## src/rtl/cpu_pkg.sv

```systemverilog
// Shared CPU constants: fetch state encodings, opcode/instruction constants,
// default widths and PC step.
package cpu_pkg;
  localparam int ADDR_W_DEF  = 8;
  localparam int INSTR_W_DEF = 16;
  localparam int PC_STEP     = 2;

  localparam logic [0:0]  FETCH_RUN  = 1'b0;
  localparam logic [0:0]  FETCH_HALT = 1'b1;

  localparam logic [3:0]  HALT_OP   = 4'hF;
  localparam logic [15:0] NOP_INSTR = 16'h0000;
endpackage

```

## src/rtl/pc_reg.sv

```systemverilog
// Fetch PC register: load (word-aligned) > increment by PC_STEP > hold.
module pc_reg
  import cpu_pkg::*;
#(
  parameter int               ADDR_W   = ADDR_W_DEF,
  parameter logic [ADDR_W-1:0] RESET_PC = '0
) (
  input  logic              Clk,
  input  logic              Rst,
  input  logic              load,
  input  logic [ADDR_W-1:0] load_addr,
  input  logic              inc,
  output logic [ADDR_W-1:0] pc
);

  always_ff @(posedge Clk) begin
    if (Rst)       pc <= RESET_PC;
    else if (load) pc <= {load_addr[ADDR_W-1:1], 1'b0};
    else if (inc)  pc <= pc + ADDR_W'(PC_STEP);
  end

endmodule

```

## src/rtl/fetch_ctrl.sv

```systemverilog
// Instruction-fetch sequencer: PC, IR latch, stall/redirect/halt handling.
// Optional perf counters (FetchCount, StallCount) under FETCH_PERF_CNT_EN.
module fetch_ctrl
  import cpu_pkg::*;
#(
  parameter int                 ADDR_W    = ADDR_W_DEF,
  parameter int                 INSTR_W   = INSTR_W_DEF,
  parameter logic [ADDR_W-1:0]  RESET_PC  = '0,
  parameter logic [3:0]         HALT_OPC  = HALT_OP,
  parameter logic [INSTR_W-1:0] NOP_WORD  = NOP_INSTR
) (
  input  logic               Clk,
  input  logic               Rst,
  input  logic               Stall,
  input  logic               Redirect,
  input  logic [ADDR_W-1:0]  RedirectAddr,
  output logic [ADDR_W-1:0]  MemAddress,
  input  logic [INSTR_W-1:0] MemInstruction,
  output logic [INSTR_W-1:0] IR,
  output logic               IRValid,
  output logic [ADDR_W-1:0]  IRPC,
  output logic               Halted
`ifdef FETCH_PERF_CNT_EN
  ,
  output logic [15:0]        FetchCount,
  output logic [15:0]        StallCount
`endif
);

  logic [0:0]        state;
  logic [ADDR_W-1:0] fetch_pc;
  logic              run, latch, stall_run, is_halt;

  assign run       = (state == FETCH_RUN);
  assign latch     = run & ~Redirect & ~Stall;
  assign stall_run = run & ~Redirect & Stall;
  assign is_halt   = (MemInstruction[INSTR_W-1 -: 4] == HALT_OPC);

  // A latched HALT word freezes the PC at the HALT address.
  pc_reg #(.ADDR_W(ADDR_W), .RESET_PC(RESET_PC)) u_pc (
    .Clk       (Clk),
    .Rst       (Rst),
    .load      (Redirect),
    .load_addr (RedirectAddr),
    .inc       (latch & ~is_halt),
    .pc        (fetch_pc)
  );

  assign MemAddress = fetch_pc;

  always_ff @(posedge Clk) begin
    if (Rst) begin
      state   <= FETCH_RUN;
      IR      <= NOP_WORD;
      IRValid <= 1'b0;
      IRPC    <= RESET_PC;
      Halted  <= 1'b0;
    end else begin
      case (state)
        FETCH_RUN: begin
          if (Redirect) begin
            IR      <= NOP_WORD;
            IRValid <= 1'b0;
          end else if (!Stall) begin
            IR      <= MemInstruction;
            IRPC    <= fetch_pc;
            IRValid <= 1'b1;
            if (is_halt) state <= FETCH_HALT;
          end
        end
        FETCH_HALT: begin
          // Halted lags state by one cycle so it rises after IR shows HALT.
          IRValid <= 1'b0;
          if (Redirect) begin
            Halted <= 1'b0;
            state  <= FETCH_RUN;
          end else begin
            Halted <= 1'b1;
          end
        end
        default: state <= FETCH_RUN;
      endcase
    end
  end

`ifdef FETCH_PERF_CNT_EN
  always_ff @(posedge Clk) begin
    if (Rst) begin
      FetchCount <= '0;
      StallCount <= '0;
    end else begin
      if (latch && FetchCount != 16'hFFFF)     FetchCount <= FetchCount + 16'd1;
      if (stall_run && StallCount != 16'hFFFF) StallCount <= StallCount + 16'd1;
    end
  end
`endif

endmodule

```

## config.mk

```make
export PLATFORM = sky130hd
export DESIGN_NAME = fetch_ctrl
export DESIGN_NICKNAME = d
export VERILOG_FILES = /design/src/rtl/cpu_pkg.sv /design/src/rtl/pc_reg.sv /design/src/rtl/fetch_ctrl.sv
export SDC_FILE = /design/constraint.sdc
export NUM_CORES = 1
export LEC_CHECK = 0
export CORE_ASPECT_RATIO = 0.6
export CORE_MARGIN = 10
export CORE_UTILIZATION = 38
export CTS_BUF_LIST = sky130_fd_sc_hd__clkbuf_4 sky130_fd_sc_hd__clkbuf_8
export DETAILED_ROUTE_END_ITERATION = 10
export PLACE_DENSITY = 0.77
export SYNTH_ARGS = -nofsm -noshare
export SYNTH_HDL_FRONTEND = slang
export SYNTH_SLANG_ARGS = --single-unit
```

## constraint.sdc

```tcl
create_clock -name Clk -period 1.92 [get_ports Clk]
set_clock_uncertainty 0.2 [all_clocks]
set_input_delay 0.576 -clock Clk [delete_from_list [all_inputs] [get_ports Clk]]
set_output_delay 0.576 -clock Clk [all_outputs]
set_load 0.02 [all_outputs]
```

==> metrics.cfg <==
[status]
status=finished with violations
violations=setup timing

[yosys]
ys_top_cells_by_count=dfxtp_1, nand2_1, a21oi_1, o21ai_0, clkbuf_1
yosysUniqueCellTypes=26
yosysSeqAreaShare_pct=48.8
ys_ff_latch=33
synth_edf_count=0
yosys.area.top_type=dfxtp_1
yosysMostFrequentCell=dfxtp_1
synth.area.top_cells=dfxtp_1, a21oi_1, nand2_1, o21ai_0, clkbuf_1
synthCells=169
synth_area_mm2=0.00135
synth.avg_cell_area_um2=8.01
netlist.area_leader.share_pct=48.8
synthArstFlopShare_pct=0
ys_warn_count=0
synthFlopType=dfxtp_1

[placement]
place_inst=282
place_area_mm2=0.00215
gp_congestion=0.787
dp_hpwl_mm=3.28
place_ws_ns=-0.719
portBuffers=58

[global_routing]
grt.overflow.total=0
antenna_found_initial=0
grt_util_all_layers_pct=13.7
grt_max_degree=34
grt_pass1_wl_mm=7.29
grt_pass1_vias=1520

[critical_path]
path_class=input port to flip-flop
path_cells=buf_2 -> or4b_4 -> buf_4 -> or3_1 -> a311oi_1
slowest_stage=or4b_4
endpoint_kind=flip-flop
path_delay_family=simple AND/OR/NAND/NOR gates
slowest_delay_ns=0.54
cp.arrival_ns=1.93
startpoint_type=input port
cp_num_buf_inv=2
cp.required_ns=1.90
crit_fanout=4

[drt]
postRouteAntennaNets=0
vias=1492
drc_errors=0
routed_wl_mm=4.60
drtPass1Iterations=4
first_iter_violations=98
wl_per_cell_um=15.5
vias_per_cell=5.04

[sta]
slew_headroom_pct=65.3
period_share_pct=101
worst_pin_slew_ns=0.519
fmax_ghz=0.515
drv_slew=0
finalWorstSetupSlack_ns=-0.0235
hold_viol_final=0
rsz0062_at_grt=true
period_needed_ns=1.94
setup_violations=2

[floorplan]
initial_core_util_pct=40.5
core_area_mm2=0.00334
rows=16
die_w_um=97.1
dieArea_mm2=0.00643
die_h_um=66.2
ioPinCount=62

[job]
max_cap_viol_count=0

[clock_network]
clk_pin_slew_ns=0.07
h-tree-depth=2
clk_latency_ns=0.27
cts-root-buf=clkbuf_8
tritoncts=yes
cts_buffers=5
cts_buffer_depth=2
cts_sinks=33
ctsHoldBuffers=0

[finish]
postLayoutCellArea_mm2=0.00228
fill_cells=277
n_antenna_cell=0
seq_area_um2=663
fin_nets=279
largest_reg_flops=16
area_growth_pct=68.8
multi_input_area_um2=658
instances_no_fill=296
drive_above_1_share_pct=19.9

[pwr]
power_density_mw_per_mm2=743
cellLeakagePower_nw=1.01
max-vdd-ir-drop_mv=0.377

[worst_hold_path]
hold_path.class=flip-flop to flip-flop

## power breakdown
group,switching (mW),leakage (nW),internal [mW]
clock network,0.244,0.0619,0.437
registers,0.0139,0.270,0.713
logic,0.148,0.680,0.141
## layout make-up
class / count / share of cell area (%)
Clock buffer: 7 / 3.94
Clock inverter: 1 / 1.31
Inverter: 3 / 0.493
Multi-Input combinational cell: 119 / 28.8
Sequential cell: 33 / 29.0
Tap cell: 45 / 2.46
Timing Repair Buffer: 88 / 34.0
## placed cells by master, fill, tap and decap left out, types with 2 or more instances in the layout
cell / count
a21oi_1: 25
a311oi_1: 5
buf_12: 2
buf_2: 2
buf_4: 28
clkbuf_8: 6
clkdlybuf4s50_1: 20
conb_1: 2
dfxtp_1: 31
dfxtp_2: 2
dlygate4sd2_1: 34
inv_1: 3
nand2_1: 32
nand3_1: 2
nor2_1: 10
o21ai_0: 20
o31a_1: 2
o31ai_1: 2
or3_1: 2
or4_1: 2
## worst register-to-register path: stages, from the launching register on
cell and delay, ns:
dfxtp_2 0.34, ha_1 0.13, or4b_4 0.49, buf_4 0.16, or3_1 0.29, a311oi_1 0.25
## logic make-up (layout without fill, tap and decap cells)
| family | count (synthesis) | count (layout) | share of synthesized area, % |
|---|---|---|---|
| AO/OA/AOI/OAI | 57 | 57 | 24.3 |
| adder cells (fa/ha/maj) | 1 | 1 | 0.924 |
| buffers and inverters | 18 | 99 | 5.55 |
| flip-flops | 33 | 33 | 48.8 |
| other | 1 | 2 | 0.277 |
| AND/OR/NAND/NOR | 59 | 59 | 20.1 |
## through the flow
stage                     utilization (%)  setup TNS, ns  total power [mW]  hold WS [ns]
after floorplan                         -         -0.109             0.862         0.319
after global placement               64.3         -16.46              1.04         0.245
after detailed placement             64.3         -17.63              1.04         0.252
after CTS                            67.3        -0.0647              1.70         0.261
after global routing                 68.3         -0.119              1.76         0.273
final                                68.3        -0.0384              1.70         0.256
## worst paths after layout
path / slack (ns) / endpoint / cells past startpoint / startpoint
max: -0.02 / u_pc.pc[3]$_SDFFE_PP0P_ / 5 / Stall
min: 0.26 / IRPC[7]$_SDFFE_PP0P_ / 2 / IRPC[7]$_SDFFE_PP0P_
max reg2reg: -0.02 / u_pc.pc[3]$_SDFFE_PP0P_ / 5 / u_pc.pc[2]$_SDFFE_PP0P_
min reg2reg: 0.26 / IRPC[7]$_SDFFE_PP0P_ / 2 / IRPC[7]$_SDFFE_PP0P_
## per-layer routing
metal	wire length, um	global-route usage [%]
met5	0	0
met4	8	3.48
met3	425	6.16
met2	1930	20.8
met1	2240	17.2
## what timing repair did
item,4_1_cts,5_1_grt
pin swaps,7,2
setup endpoints to repair,62,6
gates resized for setup,48,5
buffers inserted,3,3
No activity file was read; power rests on OpenSTA's default activity.
==> patch: new RTL, config.mk and constraints unchanged <==
Set the package constant `INSTR_W_DEF` to 32 (it was 16).
--- a/src/rtl/cpu_pkg.sv
+++ b/src/rtl/cpu_pkg.sv
@@ -4,3 +4,3 @@
   localparam int ADDR_W_DEF  = 8;
-  localparam int INSTR_W_DEF = 16;
+  localparam int INSTR_W_DEF = 32;
   localparam int PC_STEP     = 2;
Ports: changed (resized IR and MemInstruction); port bits go from 62 to 94. The function was not compared with the original's and may differ.
==> patch against the unedited design <==
Power grew 22%; die area is 24% higher; largest power group unchanged; wire length increased by 26%; sequential cell count increased by 16; setup slack improved by 0.14 ns; core utilization is 3.7 points lower; cell count up 26%; design area is 30% higher; synthesized area is 33% higher; critical endpoint is now MemAddress[1]; fmax up 7.9%; hold slack lost 0.0028 ns.
==> patch: results (changes against the unedited design) <==
crit-path leading delay family -> flip-flops
max incr delay on CP -> 0.36 ns (-0.18 ns)
clock tree buffer depth -> 2 (unchanged)
CP max FO -> 5 (+1)
DP Worst Slack -> -0.397 ns (+0.323 ns)
cell total after placement -> 360 (+28%)
GRT Total Usage -> 0.146 (+0.00918)
drt total wl -> 5810 microns (+26%)
crit path max-delay cell type -> dfxtp_2
Post-synth top cells -> 49 x dfxtp_1, 38 x nor2_1, 32 x a22oi_1
Synth Area in Compound Gates -> 0.215 (-0.0279)
max reg flops -> 32 (+16)
DR WL met3 -> 893 microns (+110%)
DR vias/cell -> 4.97 (-1.3%)
GP Congestion -> 0.833 (+5.9%)
Post-synth ARST share -> 0 (unchanged)
Final #Nets -> 353 (+27%)
Worst IR Drop VDD -> 0.460 mV (+22%)
sequential share of the synthesized area -> 0.544 (+0.0561)
Mean Syn Cell Area -> 8.97 sq um (+12%)
wl on met1 -> 2550 microns (+14%)
synth unique cells -> 31 (+19%)
CTS Buf Count -> 5 (unchanged)
buffers added on ports -> 90 (+55%)
Data arrival, critical path -> 1.02 ns (-0.91 ns)
mux contribution to synthesized area -> 0.00625 (+0.00625)
Post-Synth Adder-Cell Area -> 0.00694 (-0.00230)
vias in the first global route -> 1830 (+20%)
Skew-Pair Late Insertion Delay -> 0.30 ns (+0.03 ns)
total number of vias -> 1850 (+24%)
met2 routed WL -> 2310 microns (+20%)
Synth Area in XOR/XNOR -> 0.00486 (+0.00486)
Leakage -> 1.38 nW (+37%)
1st-iter DRT viols -> 55 (-44%)
drt first pass iters -> 4 (unchanged)
Post-DP HPWL -> 4430 microns (+35%)
share of cells above drive strength 1 -> 0.129 (-0.0698)
top_reg_cell synth -> dfxtp_1
antenna violations before repair -> 0 (unchanged)
first-pass GRT wire length -> 9280 microns (+27%)
status -> finished clean
placed cell areas -> 0.00288 sq mm (+34%)
top cells by area, synth -> dfxtp_1 54%, a22oi_1 13%, nor2_1 7.9%
largest net degree at the start of global routing -> 33 (-2.9%)
-- patch: cell count changes in the layout (fill, tap and decap cells not counted), moves of 5 or more --
cell             unedited run  this run
a21oi_1                    25         9
a22oi_1                     0        32
buf_4                      28        23
clkdlybuf4s50_1            20        35
dfxtp_1                    31        48
dlygate4sd2_1              34        50
nand2_1                    32        22
nor2_1                     10        38
o21ai_0                    20         1
-- patch: report_power, final --
group          internal, mW  leakage [nW]  switching, mW
clock                 0.302        0.0498          0.326
sequential             1.05         0.400         0.0202
combinational         0.185         0.932          0.179
total                  1.54          1.38          0.526
-- patch: what timing repair did --
action / 4_1_cts / 5_1_grt
setup buffers: 3 / 1
resized for setup: 51 / 7
pin swaps: 3 / 3
endpoints found under the setup margin: 53 / 8
-- patch: tightest hold or removal path, cell delays in order (launching register included) --
cell and delay [ns]:
dfxtp_1 0.31, nand2_1 0.05, a21oi_1 0.05
-- patch: path summary, 6_finish.rpt --
path,cells after the start,endpoint,startpoint,slack (ns)
worst min-delay path,2,IRPC[5],IRPC[5],0.25
worst min register to register,2,IRPC[5],IRPC[5],0.25
worst max register to register,5,u_pc.pc[7],u_pc.pc[2],0.15
worst max-delay path,1,MemAddress[1],u_pc.pc[1],0.12
-- patch: area by class of cell --
type	instances	area (sq um)
Clock buffer	8	91.3
Sequential cell	49	982
Inverter	2	7.51
Fill cell	407	1620
Multi-Input combinational cell	135	758
Tap cell	63	78.8
Timing Repair Buffer	115	1050
-- patch: cells by family after synthesis --
kind of cell               count (synthesis)
AOI/OAI and AO/OA                         55
xor gates and xnor gates                   1
adders and majority gates                  1
buffers and inverters                     18
DFF                                       49
muxes                                      1
other                                      1
and+or+nand+nor                           75
-- patch: layer usage --
metal	global-route usage	vias to the layer above
met3	0.103	8
li1	-	918
met2	0.197	69
met5	0	-
met4	0.0480	0
met1	0.177	855
